File: src/rtl/fifo_write_arbiter.sv
`default_nettype none
// ============================================================================
//  Module   : fifo_write_arbiter
//  Purpose  : Round-robin burst arbiter sharing one async-FIFO write port.
//  Revision : 1.0 - initial release
// ============================================================================
module fifo_write_arbiter #(
    parameter int NREQ      = 4,
    parameter int DATA      = 6,
    parameter int BURST     = 4,
    parameter int STALL_MAX = 8
) (
    input  logic                   wclk,
    input  logic                   wrst,
    input  logic [NREQ-1:0]        req,
    input  logic [NREQ*DATA-1:0]   req_data,
    input  logic                   w_full,
    input  logic                   almost_full,
    output logic [NREQ-1:0]        grant,
    output logic [NREQ-1:0]        ack,
    output logic                   w_en,
    output logic [DATA-1:0]        wdata,
    output logic                   busy,
    output logic                   stall_timeout
);

    localparam int SW = (NREQ > 1) ? $clog2(NREQ) : 1;
    localparam int BW = $clog2(BURST) + 1;
    localparam int CW = $clog2(STALL_MAX) + 1;

    localparam logic [1:0] S_IDLE  = 2'd0;
    localparam logic [1:0] S_BURST = 2'd1;
    localparam logic [1:0] S_STALL = 2'd2;

    localparam logic [BW-1:0] C_BEAT_LAST  = BW'(BURST - 1);
    localparam logic [CW-1:0] C_STALL_LAST = CW'(STALL_MAX);

    logic [1:0]      state_q,   state_d;
    logic [NREQ-1:0] grant_q,   grant_d;
    logic [SW-1:0]   sel_q,     sel_d;
    logic [SW-1:0]   rr_ptr_q,  rr_ptr_d;
    logic [BW-1:0]   beat_q,    beat_d;
    logic [CW-1:0]   stall_q,   stall_d;
    logic            timeout_q, timeout_d;

    logic            w_req_sel;
    logic            w_write;
    logic [SW-1:0]   w_pick;
    logic [SW-1:0]   w_ptr_next;

    // grant_q is one-hot of sel_q while busy, so masking avoids a variable index
    assign w_req_sel  = |(req & grant_q);
    assign w_write    = (state_q == S_BURST) & w_req_sel & ~w_full;
    assign w_ptr_next = (sel_q == SW'(NREQ - 1)) ? '0 : sel_q + 1'b1;

    // First requester at or after rr_ptr, measured as rotational distance
    always_comb begin
        int v_best;
        int v_dist;
        w_pick = '0;
        v_best = NREQ;
        v_dist = 0;
        for (int i = 0; i < NREQ; i++) begin
            v_dist = i - int'(rr_ptr_q);
            if (v_dist < 0) v_dist = v_dist + NREQ;
            if (req[i] && (v_dist < v_best)) begin
                v_best = v_dist;
                w_pick = SW'(i);
            end
        end
    end

    always_ff @(posedge wclk or negedge wrst) begin
        if (!wrst) begin
            state_q   <= S_IDLE;
            grant_q   <= '0;
            sel_q     <= '0;
            rr_ptr_q  <= '0;
            beat_q    <= '0;
            stall_q   <= '0;
            timeout_q <= 1'b0;
        end else begin
            state_q   <= state_d;
            grant_q   <= grant_d;
            sel_q     <= sel_d;
            rr_ptr_q  <= rr_ptr_d;
            beat_q    <= beat_d;
            stall_q   <= stall_d;
            timeout_q <= timeout_d;
        end
    end

    always_comb begin
        state_d   = state_q;
        grant_d   = grant_q;
        sel_d     = sel_q;
        rr_ptr_d  = rr_ptr_q;
        beat_d    = beat_q;
        stall_d   = stall_q;
        timeout_d = 1'b0;
        case (state_q)
            S_IDLE: begin
                if ((|req) && !almost_full) begin
                    state_d = S_BURST;
                    sel_d   = w_pick;
                    grant_d = {{(NREQ-1){1'b0}}, 1'b1} << w_pick;
                    beat_d  = '0;
                end
            end
            S_BURST: begin
                if (!w_req_sel || (!w_full && (beat_q == C_BEAT_LAST))) begin
                    state_d  = S_IDLE;
                    grant_d  = '0;
                    rr_ptr_d = w_ptr_next;
                end else if (w_full) begin
                    state_d = S_STALL;
                    stall_d = CW'(1);
                end else begin
                    beat_d = beat_q + 1'b1;
                end
            end
            S_STALL: begin
                if (!w_req_sel) begin
                    state_d  = S_IDLE;
                    grant_d  = '0;
                    rr_ptr_d = w_ptr_next;
                end else if (!w_full) begin
                    state_d = S_BURST;
                end else if (stall_q == C_STALL_LAST) begin
                    state_d   = S_IDLE;
                    grant_d   = '0;
                    rr_ptr_d  = w_ptr_next;
                    timeout_d = 1'b1;
                end else begin
                    stall_d = stall_q + 1'b1;
                end
            end
            default: begin
                state_d = S_IDLE;
                grant_d = '0;
            end
        endcase
    end

    always_comb begin
        w_en  = w_write;
        ack   = w_write ? grant_q : '0;
        wdata = '0;
        if (state_q == S_BURST) begin
            for (int i = 0; i < NREQ; i++) begin
                if (grant_q[i]) wdata = req_data[i*DATA +: DATA];
            end
        end
    end

    assign grant         = grant_q;
    assign busy          = (state_q != S_IDLE);
    assign stall_timeout = timeout_q;

endmodule
`default_nettype wire

File: config.mk
export PLATFORM = sky130hd
export DESIGN_NAME = fifo_write_arbiter
export DESIGN_NICKNAME = d
export VERILOG_FILES = /design/src/rtl/fifo_write_arbiter.sv
export SDC_FILE = /design/constraint.sdc
export NUM_CORES = 1
export LEC_CHECK = 0
export CORE_ASPECT_RATIO = 1.2
export CORE_MARGIN = 2
export CORE_UTILIZATION = 50
export CTS_BUF_LIST = sky130_fd_sc_hd__clkbuf_4
export DETAILED_ROUTE_END_ITERATION = 8
export GPL_TIMING_DRIVEN = 0
export PLACE_DENSITY = 0.87
export REMOVE_ABC_BUFFERS = 1
export SLEW_MARGIN = 30
export SYNTH_ARGS = -nofsm -noshare
export SYNTH_HDL_FRONTEND = slang
export SYNTH_SLANG_ARGS = --single-unit
File: constraint.sdc
create_clock -name wclk -period 5.6 [get_ports wclk]
set_clock_uncertainty 0.15 [all_clocks]
set_input_delay 1.68 -clock wclk [delete_from_list [all_inputs] [get_ports wclk]]
set_output_delay 1.68 -clock wclk [all_outputs]
set_load 0.1 [all_outputs]
## Yosys cells after proc, flatten, opt, wreduce, memory -nomap -nowiden

Cells that the tools add are included.

- Register bits after elaboration: 18
- Bits of input ports: 32
- Output and inout bits: 17
- Word-level logic and storage cells: 119

- Add/subtract/negate cells: 11
- Order comparisons: 8
- Equality and inequality tests: 17
- Shift-type cells: 1
- Mux-type cells: 49
- Bitwise gates (word level): 4
- Reductions and logical operators: 22

Operators with widths:

| kind | count |
|---|---|
| 32-bit two-way mux | 7 |
| 32-bit < comparator | 3 |
| 4-bit two-way mux | 11 |
| 32-bit by 4-bit < comparator with 1-bit output (second input constant) | 1 |
| 6-bit two-way mux | 5 |
| 2-bit two-way mux | 13 |
| 3-bit by 4-bit adder with 5-bit output (second input constant) | 4 |
| 2-bit inequality test (second input constant) | 7 |
| 3-bit by 1-bit < comparator with 1-bit output (second input constant) | 4 |
| 4-bit case mux with 3 select lines | 1 |
| 4-bit AND reduction | 3 |
| 3-bit two-way mux | 3 |
| 4-bit case mux with 2 select lines | 1 |
| 4-bit OR reduction | 2 |
| 1-bit logical AND | 6 |
| 3-bit inequality test (second input constant) | 2 |
| 2-bit case mux with 3 select lines | 1 |
| 3-bit case mux with 2 select lines | 1 |
| 6-bit AND reduction | 1 |
| 2-bit nonzero test | 3 |
| 1-bit by 2-bit subtractor with 3-bit output (first input constant) | 2 |
| 2-bit by 2-bit subtractor with 3-bit output (first input constant) | 2 |
| 1-bit two-way mux | 5 |
| 4-bit by 1-bit adder with 4-bit output (second input constant) | 1 |
| other kinds (19) | 23 |

## Depth between registers and ports, before layout

- Depth after elaboration: 18
- Gate-level depth with buffers: 15
- Depth with buffers taken out: 15

## Worst setup path after synthesis

No wires, ideal clock.

- Path kind: input to output
- Start point: input req[1]
- End point: output ack[0]
- Arrival time: 5.229 ns
- Required time: 3.770 ns
- Slack: -1.459 ns
- Cell stages on the path: 5
- Path buffers: 1
- Path through: buf_4 a22o_1 a221oi_4 nor3_1 and2_1

- Word-level cells in the longest chain between the ends: 5

Ends and longest elaborated chain:

| item | RTL line | text |
|---|---|---|
| start: declaration | 15 | `input logic [NREQ-1:0] req,` |
| 4-bit bitwise AND | 52 | `assign w_req_sel = \|(req & grant_q);` |
| 4-bit OR reduction | 52 |  |
| 1-bit bitwise AND (2 in a row) | 53 | `assign w_write = (state_q == S_BURST) & w_req_sel & ~w_full;` |
| via w_en | 21 | `output logic w_en,` |
| 4-bit two-way mux | 147 | `ack = w_write ? grant_q : '0;` |
| end: declaration | 20 | `output logic [NREQ-1:0] ack,` |

The timed path passes the listed nets, and every way through them passes these cells.

## Final worst setup path

- Start point: input req[0]
- End point: output ack[2]

- Word-level cells in the longest chain between the ends: 5

Ends and longest elaborated chain:

| item | RTL line |
|---|---|
| 4-bit bitwise AND | 52 |
| 4-bit OR reduction | 52 |
| 1-bit bitwise AND (2 in a row) | 53 |
| 4-bit two-way mux | 147 |

No other way between the ends.

==> impl_metrics.tcl <==
set metrics [dict create \
    status "finished clean" \
    comb_power_share 0.693 \
    synth-compound-area-share 0.253 \
    arrival_ps 3700 \
    max_freq_ghz 0.181 \
    synth-edff-count 0 \
    die_w_um 52.7 \
    drv_slew 0 \
    fin_crit_ps 5530 \
    area_growth_pct 33.8 \
    die_area_sq_um 3290 \
    yosysWarnings 0 \
    hold_depth 1 \
    placed_area_sq_um 1900 \
    synth_xor_area_frac 0 \
    holdWs_ps 343 \
    p_seq_frac 0.243 \
    p_sw_frac 0.580 \
    clockBufferDepth 2 \
    routed_via_density 6.08 \
    ys_ff_latch 18 \
    drtPass1Iterations 4 \
    antenna_found_initial 0 \
    fill_cells 210 \
    async_reset_ff_frac 1.00 \
    p_leak_nw 0.848 \
    ff2ff_path_depth 12 \
    fin_nets 256 \
    slew_headroom 0.342 \
    crit_required_ps 3770 \
    final_cell_area_sq_um 1900 \
    p_switching_mw 0.612 \
    initial_core_util 0.516 \
    ys_types 43 \
    boundaryPins 49 \
    synthAdderAreaFrac 0.0616 \
    gp_congestion 0.739 \
    powerDensity_nw_per_um2 554 \
    core_area_sq_um 2760 \
    grt_pass1_vias 1486 \
    dieHeight_um 62.4 \
    tns_ps 0 \
    synth_area_sq_um 1420 \
    drive_above_1_share 0.0694 \
    hold_path.class "reg -> reg" \
    worstPathMaxFanout 11 \
    cts_tree "done" \
    synthTopCellsByCount "21 x nor2_1, 18 x dfrtp_1, 16 x nand2_1" \
    worst-setup-path-type "in -> out" \
    power.share.clock 0.064 \
    diodes 0 \
    clock_latency_ps 300 \
    ant_nets 0 \
    synth.avg_cell_area_sq_um 8.18 \
    grt_max_degree 19 \
    yosys.area_share.simple 0.288 \
    postCtsHoldBufs 0 \
    finalHoldViolCount 0 \
    seq_area_frac_synth 0.317 \
    setup_viol 0 \
    synthMuxAreaShare 0.0299 \
    setup_ws_ps 73.6 \
    finalCritPeriodShare 0.987 \
    worstSetupStartpointType "input pin" \
    synth_top_cell_by_area "dfrtp_1" \
    wl_per_cell_um 15.6 \
    rsz0062_at_grt "false" \
    track_usage 0.239 \
    synth_top_family_by_area "simple AND/OR/NAND/NOR gates" \
    drc 0 \
    clkSinkCount 18 \
    internal_power_mw 0.443 \
    drt-initial-drc-count 76 \
    cts.clk_slew.worst_paths_ps 100 \
    dp_slack_ps -639 \
    overflow 0 \
    peakVddDrop_uv 430 \
    grt_pass1_wl_um 6140 \
    worstMarginPinSlew_ps 984 \
    h-tree-depth 1 \
    synth_most_common_cell "nor2_1" \
    routed_wl_um 3910 \
    vias 1521 \
    synthDominantCellAreaShare 0.317 \
    syn_inst 174 \
    cts-root-buf "clkbuf_4" \
    rows 21 \
    hpwl_um 2970 \
    ys.flop_type "dfrtp_1" \
    numCtsBuffers 3 \
    drv_cap 0 \
    synthTopCellsByArea "dfrtp_1 32%, ha_1 6.2%, nor2_1 5.5%" \
    end_kind "primary output" \
    portBuffers 48 \
]
-- flip-flops by register name, summed over array words and instances (netlist names) --
| register | flops |
|---|---|
| sel_q | 2 |
| grant | 4 |
| beat_q | 3 |
| rr_ptr_q | 2 |
| stall_timeout | 1 |
| stall_q | 4 |
| state_q | 2 |
-- kinds of logic after synthesis --
kind of cell             Yosys count
adder cells (fa/ha/maj)            7
AO/OA/AOI/OAI                     48
AND/OR/NAND/NOR                   80
multiplexers                       4
buffers and inverters             17
flip-flops                        18
-- layout make-up --
cell class                      instances  area, sq um  area share
Clock buffer                            3         22.5      0.0118
Clock inverter                          1         3.75     0.00197
Inverter                                7         26.3      0.0138
Multi-Input combinational cell        139          900       0.473
Sequential cell                        18          450       0.237
Tap cell                               34         42.5      0.0224
Timing Repair Buffer                   48          458       0.241
-- routing by layer --
metal  GRT usage  share of wire
met1       0.268           0.40
met2       0.420           0.48
met3      0.0526          0.098
met4      0.0994          0.024
met5           0              0
-- power groups by stage --
stage          Clock [mW]  Combinational [mW]  Sequential (mW)
2_1_floorplan           0               0.478            0.320
6_report           0.0678               0.731            0.256
3_5_place_dp            0               0.728            0.257
3_3_place_gp            0               0.701            0.251
5_1_grt            0.0717               0.783            0.265
4_1_cts            0.0673               0.727            0.254
-- critical path, stage by stage --
cell,delay (ps)
clkdlybuf4s50_1,670
a22o_1,250
a221oi_4,80
nor3_1,390
and2_1,200
buf_2,420
-- cells in the final DEF, fill, tap and decap left out, drive strengths merged, types with 4 or more instances in the layout --
cell            n
a21oi          11
a221oi          6
and2            5
buf             4
clkbuf          5
clkdlybuf4s50  37
dfrtp          18
ha              7
inv             7
nand2          16
nand2b          5
nand3           5
nor2           21
nor2b           7
nor3            9
o21ai           8
-- path summary, 6_finish.rpt --
| check | start | endpoint | slack, ps |
|---|---|---|---|
| worst min register to register | beat_q[0] | beat_q[0] | 340 |
| worst max-delay path | req[0] | ack[2] | 70 |
| max in group asynchronous | wrst | grant[1] | 3130 |
| worst max register to register | rr_ptr_q[0] | grant[1] | 2280 |
| min in group asynchronous | wrst | stall_q[0] | 1680 |
| worst min-delay path | beat_q[0] | beat_q[0] | 340 |
-- stage by stage --
stage          cells  power, mW  utilization
3_3_place_gp     246      0.952        0.688
4_1_cts          250       1.05        0.690
3_5_place_dp     246      0.985        0.688
2_1_floorplan    164      0.798            -
5_1_grt          250       1.12        0.690
6_report         250       1.05        0.690
-- repair_timing --
item                                    CTS  global route
endpoints found under the setup margin    8             9
buffers inserted                          0             0
gates resized for setup                  27             8
gates cloned                              0             0
Note: power is estimated with default switching activity, not from simulation.
